**config.mk**
```make
export PLATFORM = sky130hd
export DESIGN_NAME = register_file_sb_flat
export DESIGN_NICKNAME = d
export VERILOG_FILES = /design/src/rtl/register_file_sb_pkg.sv /design/src/rtl/register_file_sb_if.sv /design/src/rtl/register_file_sb_scoreboard.sv /design/src/rtl/register_file_sb.sv /design/src/flat_wrapper.sv
export SDC_FILE = /design/constraint.sdc
export NUM_CORES = 2
export LEC_CHECK = 0
export ABC_AREA = 1
export CAP_MARGIN = 10
export CORE_MARGIN = 5
export CORE_UTILIZATION = 35
export DETAILED_ROUTE_END_ITERATION = 12
export SLEW_MARGIN = 10
export SYNTH_ARGS = -nofsm -noshare
export SYNTH_HDL_FRONTEND = slang
export SYNTH_SLANG_ARGS = --single-unit
```
**constraint.sdc**
```tcl
create_clock -name clk -period 50.7 [get_ports clk]
set_clock_uncertainty 0.05 [all_clocks]
set_input_delay 10.14 -clock clk [delete_from_list [all_inputs] [get_ports clk]]
set_output_delay 10.14 -clock clk [all_outputs]
set_load 0.03 [all_outputs]
```
**src/rtl/register_file_sb_pkg.sv**
```systemverilog
// rtl/register_file_sb_pkg.sv - shared constants and helpers for the register file slice
package register_file_sb_pkg;

    localparam int XLEN_DEF  = 32;
    localparam int NREGS_DEF = 32;
    localparam int REG_ZERO  = 0;

    // Select width for a register file of nregs entries (nregs is a power of 2)
    function automatic int addr_width(input int nregs);
        return $clog2(nregs);
    endfunction

endpackage

```
**src/rtl/register_file_sb_if.sv**
```systemverilog
// rtl/register_file_sb_if.sv - decode/writeback bus into the register file
interface register_file_sb_if
    import register_file_sb_pkg::*;
#(
    parameter int XLEN  = XLEN_DEF,
    parameter int NREGS = NREGS_DEF,
    parameter int NRD   = 2
);
    localparam int AW = addr_width(NREGS);

    logic [NRD*AW-1:0]   rs_sel_in;
    logic [NRD*XLEN-1:0] rs_value_out;
    logic [NRD-1:0]      rs_busy_out;
    logic                write_enable_in;
    logic [AW-1:0]       rd_sel_in;
    logic [XLEN-1:0]     write_data_in;
    logic                alloc_valid_in;
    logic [AW-1:0]       alloc_sel_in;
    logic                flush_in;
    logic [AW:0]         busy_count_out;

    modport master (
        output rs_sel_in, write_enable_in, rd_sel_in, write_data_in,
               alloc_valid_in, alloc_sel_in, flush_in,
        input  rs_value_out, rs_busy_out, busy_count_out
    );

    modport slave (
        input  rs_sel_in, write_enable_in, rd_sel_in, write_data_in,
               alloc_valid_in, alloc_sel_in, flush_in,
        output rs_value_out, rs_busy_out, busy_count_out
    );

endinterface

```
**src/rtl/register_file_sb_scoreboard.sv**
```systemverilog
// rtl/register_file_sb_scoreboard.sv - per-register busy bits with alloc/write/flush priority
module rf_scoreboard
    import register_file_sb_pkg::*;
#(
    parameter int NREGS = NREGS_DEF,
    parameter int AW    = addr_width(NREGS)
) (
    input  logic             clk,
    input  logic             rst,
    input  logic             alloc_valid_i,
    input  logic [AW-1:0]    alloc_sel_i,
    input  logic             write_enable_i,
    input  logic [AW-1:0]    rd_sel_i,
    input  logic             flush_i,
    output logic [NREGS-1:0] busy_o,
    output logic [AW:0]      busy_count_o
);
    logic [NREGS-1:0] busy_q, busy_d;
    logic [AW:0]      count_q, count_d;

    // Next busy vector: flush beats everything; alloc is applied after write so a
    // same-cycle alloc of the retiring register keeps it busy for the newer producer
    always_comb begin
        busy_d = busy_q;
        if (flush_i) begin
            busy_d = '0;
        end else begin
            if (write_enable_i && rd_sel_i != AW'(REG_ZERO)) begin
                busy_d[rd_sel_i] = 1'b0;
            end
            if (alloc_valid_i && alloc_sel_i != AW'(REG_ZERO)) begin
                busy_d[alloc_sel_i] = 1'b1;
            end
        end
        busy_d[REG_ZERO] = 1'b0;
    end

    // Popcount of the current busy vector; registered, so the count trails busy by a cycle
    always_comb begin
        count_d = '0;
        for (int r = 1; r < NREGS; r++) begin
            count_d = count_d + {{AW{1'b0}}, busy_q[r]};
        end
    end

    // Busy vector and count registers
    always_ff @(posedge clk or posedge rst) begin
        if (rst) begin
            busy_q  <= '0;
            count_q <= '0;
        end else begin
            busy_q  <= busy_d;
            count_q <= count_d;
        end
    end

    assign busy_o       = busy_q;
    assign busy_count_o = count_q;

endmodule

```
**src/rtl/register_file_sb.sv**
```systemverilog
// rtl/register_file_sb.sv - register file with async reads, write bypass and busy scoreboard
module register_file_sb
    import register_file_sb_pkg::*;
#(
    parameter int XLEN   = XLEN_DEF,
    parameter int NREGS  = NREGS_DEF,
    parameter int NRD    = 2,
    parameter int BYPASS = 1
) (
    input  logic              clk,
    input  logic              rst,
    register_file_sb_if.slave bus
);
    localparam int AW = addr_width(NREGS);

    logic [XLEN-1:0]     regs_q [NREGS];
    logic [NREGS-1:0]    busy_w;
    logic [NRD*XLEN-1:0] rs_value_w;
    logic [NRD-1:0]      rs_busy_w;
    logic                wr_ok;

    // Writes to register 0 are dropped, so wr_ok also implies a non-zero destination
    assign wr_ok = bus.write_enable_in && (bus.rd_sel_in != AW'(REG_ZERO));

    rf_scoreboard #(
        .NREGS (NREGS),
        .AW    (AW)
    ) u_scoreboard (
        .clk            (clk),
        .rst            (rst),
        .alloc_valid_i  (bus.alloc_valid_in),
        .alloc_sel_i    (bus.alloc_sel_in),
        .write_enable_i (bus.write_enable_in),
        .rd_sel_i       (bus.rd_sel_in),
        .flush_i        (bus.flush_in),
        .busy_o         (busy_w),
        .busy_count_o   (bus.busy_count_out)
    );

    // Register array; register 0 is cleared at reset and never written
    always_ff @(posedge clk or posedge rst) begin
        if (rst) begin
            for (int r = 0; r < NREGS; r++) begin
                regs_q[r] <= '0;
            end
        end else if (wr_ok) begin
            regs_q[bus.rd_sel_in] <= bus.write_data_in;
        end
    end

    // Read ports; forwarding is suppressed during reset so reads stay zero while rst is high
    for (genvar i = 0; i < NRD; i++) begin : g_rd
        logic [AW-1:0] sel;
        logic          fwd;

        assign sel = bus.rs_sel_in[i*AW +: AW];
        assign fwd = (BYPASS != 0) && !rst && wr_ok && (bus.rd_sel_in == sel);

        assign rs_value_w[i*XLEN +: XLEN] = (sel == AW'(REG_ZERO)) ? '0 :
                                            fwd                    ? bus.write_data_in :
                                                                     regs_q[sel];
        assign rs_busy_w[i] = busy_w[sel] & ~fwd;
    end

    assign bus.rs_value_out = rs_value_w;
    assign bus.rs_busy_out  = rs_busy_w;

endmodule
```
**src/flat_wrapper.sv**
```systemverilog
// flat-port wrapper written by rule: the top's interface ports become plain ports
module register_file_sb_flat import register_file_sb_pkg::*;
#(
    parameter int XLEN   = XLEN_DEF,
    parameter int NREGS  = NREGS_DEF,
    parameter int NRD    = 2,
    parameter int BYPASS = 1
)
  (clk, rst, bus_rs_sel_in, bus_write_enable_in, bus_rd_sel_in, bus_write_data_in, bus_alloc_valid_in, bus_alloc_sel_in, bus_flush_in, bus_rs_value_out, bus_rs_busy_out, bus_busy_count_out);
  register_file_sb_if #(.XLEN(XLEN), .NREGS(NREGS), .NRD(NRD)) bus_i ();
  input  logic clk;
  input  logic rst;
  input wire logic [$bits(bus_i.rs_sel_in)-1:0] bus_rs_sel_in;
  input wire logic [$bits(bus_i.write_enable_in)-1:0] bus_write_enable_in;
  input wire logic [$bits(bus_i.rd_sel_in)-1:0] bus_rd_sel_in;
  input wire logic [$bits(bus_i.write_data_in)-1:0] bus_write_data_in;
  input wire logic [$bits(bus_i.alloc_valid_in)-1:0] bus_alloc_valid_in;
  input wire logic [$bits(bus_i.alloc_sel_in)-1:0] bus_alloc_sel_in;
  input wire logic [$bits(bus_i.flush_in)-1:0] bus_flush_in;
  output wire logic [$bits(bus_i.rs_value_out)-1:0] bus_rs_value_out;
  output wire logic [$bits(bus_i.rs_busy_out)-1:0] bus_rs_busy_out;
  output wire logic [$bits(bus_i.busy_count_out)-1:0] bus_busy_count_out;
  assign bus_i.rs_sel_in = bus_rs_sel_in;
  assign bus_i.write_enable_in = bus_write_enable_in;
  assign bus_i.rd_sel_in = bus_rd_sel_in;
  assign bus_i.write_data_in = bus_write_data_in;
  assign bus_i.alloc_valid_in = bus_alloc_valid_in;
  assign bus_i.alloc_sel_in = bus_alloc_sel_in;
  assign bus_i.flush_in = bus_flush_in;
  assign bus_rs_value_out = bus_i.rs_value_out;
  assign bus_rs_busy_out = bus_i.rs_busy_out;
  assign bus_busy_count_out = bus_i.busy_count_out;
  register_file_sb #(.XLEN(XLEN), .NREGS(NREGS), .NRD(NRD), .BYPASS(BYPASS)) u_core (.clk(clk), .rst(rst), .bus(bus_i));
endmodule
```
==> flow_summary.ini <==
[placement]
gpl.final_weighted_congestion = 0.867
placement.io_buffers = 128
standard_cell_area_after_detailed_placement_um2 = 64400
dpl_worst_slack_ns = 25.43
dpl.hpwl_um = 142000
numPlacedInstances = 11000

[synth]
postSynthAreaPerCell_um2 = 6.81
synth.yosys.seq_area_share_pct = 42.3
synthesis.area_um2 = 62800
synth.top_cells.by_area = sky130_fd_sc_hd__dfrtp_1 (42%), sky130_fd_sc_hd__nand2_1 (16%), sky130_fd_sc_hd__o21ai_0 (9.8%), sky130_fd_sc_hd__nand3_1 (9.0%), sky130_fd_sc_hd__inv_1 (6.2%)
yosys.area.top_type_share_pct = 42.3
synthesis.instances = 9217
ys.warnings.count = 0
yosys.cell_count.top_type = sky130_fd_sc_hd__nand2_1
ys_top_cells_by_count = sky130_fd_sc_hd__nand2_1 (2664), sky130_fd_sc_hd__o21ai_0 (1232), sky130_fd_sc_hd__nand3_1 (1123)
synth_edf_count = 0
ys_dominant_reg_cell = sky130_fd_sc_hd__dfrtp_1
synth_fp_nets = 9304
ys_types = 34
ys_async_sr_fraction_pct = 100
synth_area_leader_cell = sky130_fd_sc_hd__dfrtp_1
yosys_register_bits = 1061

[detailed_routing]
detail_route.wirelength_um = 262000
post_drt_wl_per_cell_um = 23.3
firstDrtPassIters = 9
drt_drc_violations_left = 0
num_vias = 62800
vias_per_cell = 5.58
detail-route-antenna-nets = 0
initialDrtViolationCount = 8458

[setup_path]
worst_ep_arrival_time_ns = 15.33
timing.critical_path.slowest_cell_delay_ns = 0.80
timing.critical_path.fanout_max = 116
timing.critical_path.to_type = output port
worst_setup_path_start_kind = primary input
crit_path_slowest_cell = sky130_fd_sc_hd__buf_4
required_time_worst_endpoint_ns = 40.51
crit_chain = buf_8, inv_8, buf_4, buf_4, buf_4, a21oi_1, o21ai_0, nand3_1, nand3_1, nand2_1, nand3_1, nand2_1, inv_1, clkdlybuf4s50_1
criticalPathCategory = primary input to output port

[timing]
fin_tns_setup_ns = 0
maxSlewHeadroom_pct = 9.21
max_clock_freq_mhz = 39.2
count_of_final_setup_violators = 0
report.final.hold_viol_count = 0
max_slew.worst_pin.slew_ns = 1.36
fin_worst_hold_slack_ns = 0.327
min_period_ns = 25.52
finalWorstSetupSlack_ns = 25.18
drv_slew = 0
rsz0062_at_grt = no
min_period_over_period_pct = 50.3

[final_layout]
utilization_pct = 38.4
final_cell_area_um2 = 68400
post_route_cells_drive_above_1_share_pct = 4.36
nNetsFinal = 8857
stdcell_count = 11200
p_r_area_growth_vs_syn_pct = 9.03
n_fill_cell = 18700

[floorplan]
top_level_ports = 129
initial_standard_cell_utilization_of_the_core_pct = 35.2
num_rows = 155
die_ar_um2 = 188000
die_width_um = 433
vertical_extent_of_the_die_um = 433
core_area_um2 = 178000

[power]
worst_ir_drop_vdd_v = 0.0000270
leak_nw = 33.1
finalPower_mw = 2.57
cellPowerDensity_nw_per_um2 = 37.5

[hold_path]
timing.hold.worst.class = flop to flop

[clock_network]
clock_tree.htree_level_count = 3
clockBufferDepth = 3
cts.hold.buffers_added = 0
cts.repair.resized = 0
cts.clk_slew.worst_paths_ns = 0.06
cts_buffers = 115
tritoncts_clock_tree = built
clkLatencyLatePin_ns = 0.76
tritoncts_num_sinks = 1061
cts_setup_buffers = 0
cts_root_buffer = sky130_fd_sc_hd__clkbuf_16

[global_routing]
maximum_number_of_pins_on_one_net_before_global_route_repair = 210
via_count_of_the_first_global_routing_pass = 59000
grt_use_total_pct = 27.3
grt_pass1_wl_um = 387000
globalRoute.totalOverflow = 0
initial_antenna_violation_count = 17

[run]
timing.max_cap.violations = 0

[run_status]
run_status = finished clean
state kept, by name, summed over array words and instances, names as in the netlist:
signal / count
u_core.regs_q: 1024
u_core.u_scoreboard.busy_o: 31
u_core.u_scoreboard.busy_count_o: 6
placed cells by master, fill, tap and decap left out, types with 18 or more instances in the layout:
| cell type | n |
|---|---|
| sky130_fd_sc_hd__nand2_1 | 2647 |
| sky130_fd_sc_hd__clkdlybuf4s50_1 | 117 |
| sky130_fd_sc_hd__clkinv_2 | 30 |
| sky130_fd_sc_hd__nand2_4 | 18 |
| sky130_fd_sc_hd__clkbuf_1 | 20 |
| sky130_fd_sc_hd__a211oi_1 | 22 |
| sky130_fd_sc_hd__inv_1 | 1031 |
| sky130_fd_sc_hd__o21ai_0 | 1232 |
| sky130_fd_sc_hd__clkbuf_8 | 32 |
| sky130_fd_sc_hd__dfrtp_1 | 1061 |
| sky130_fd_sc_hd__a21oi_1 | 621 |
| sky130_fd_sc_hd__nand3_1 | 1119 |
| sky130_fd_sc_hd__o21ai_1 | 212 |
| sky130_fd_sc_hd__clkbuf_16 | 117 |
| sky130_fd_sc_hd__nor2_1 | 334 |
| sky130_fd_sc_hd__buf_4 | 104 |
| sky130_fd_sc_hd__fa_1 | 23 |
cells by family (layout without fill, tap and decap cells):
logic type                 count (synthesis)  after routing  synth area share, %
xor gates and xnor gates                  11             11                0.153
AOI/OAI and AO/OA                       2102           2102                 16.9
buffers and inverters                   1846           1499                 12.2
DFF                                     1061           1061                 42.3
adders and majority gates                 30             30                0.873
and+or+nand+nor                         4167           4167                 27.5
other                                      0             14                    0
final cells by class:
type	count	area (µm²)	share of cell area, %
timing repair buffer	235	2180	3.19
tap	2355	2950	4.31
clock buffer	169	3440	5.03
antenna	14	35.0	0.0512
clock inverter	48	551	0.804
sequential	1061	26600	38.8
multi-input combinational	6310	28800	42.0
inverter	1047	3980	5.81
routing by layer:
metal | global-route usage, % | vias to the layer above | wire, µm
met1 | 35.1 | 29600 | 103000
li1 | - | 28500 | -
met5 | 0 | - | 13
met3 | 5.18 | 853 | 26600
met4 | 17.5 | 2 | 19300
met2 | 42.1 | 3770 | 114000
path summary, 6_finish.rpt:
kind | start | endpoint | slack (ns) | cells after the start
min | u_core.regs_q[1017]$_DFFE_PP0P_ | u_core.regs_q[1017]$_DFFE_PP0P_ | 0.33 | 0
min reg2reg | u_core.regs_q[1017]$_DFFE_PP0P_ | u_core.regs_q[1017]$_DFFE_PP0P_ | 0.33 | 0
max in group asynchronous | rst | u_core.regs_q[124]$_DFFE_PP0P_ | 37.09 | 5
max reg2reg | u_core.u_scoreboard.busy_o[20]$_DFF_PP0_ | u_core.u_scoreboard.busy_count_o[4]$_DFF_PP0_ | 45.91 | 15
min in group asynchronous | rst | u_core.regs_q[104]$_DFFE_PP0P_ | 10.20 | 2
max | bus_rs_sel_in[5] | bus_rs_value_out[42] | 25.18 | 14
worst max-delay path, delay by kind of cell:
family / cells / cell delay [ns]
compound gates: 2 / 0.24
buf+inv: 7 / 4.25
simple gates: 5 / 0.38
power by group:
part	switching, mW	internal (mW)
clock network	0.379	0.525
logic	0.376	0.184
registers	0.0939	1.01
total	0.849	1.72
Power figures use the tool's default switching activity.
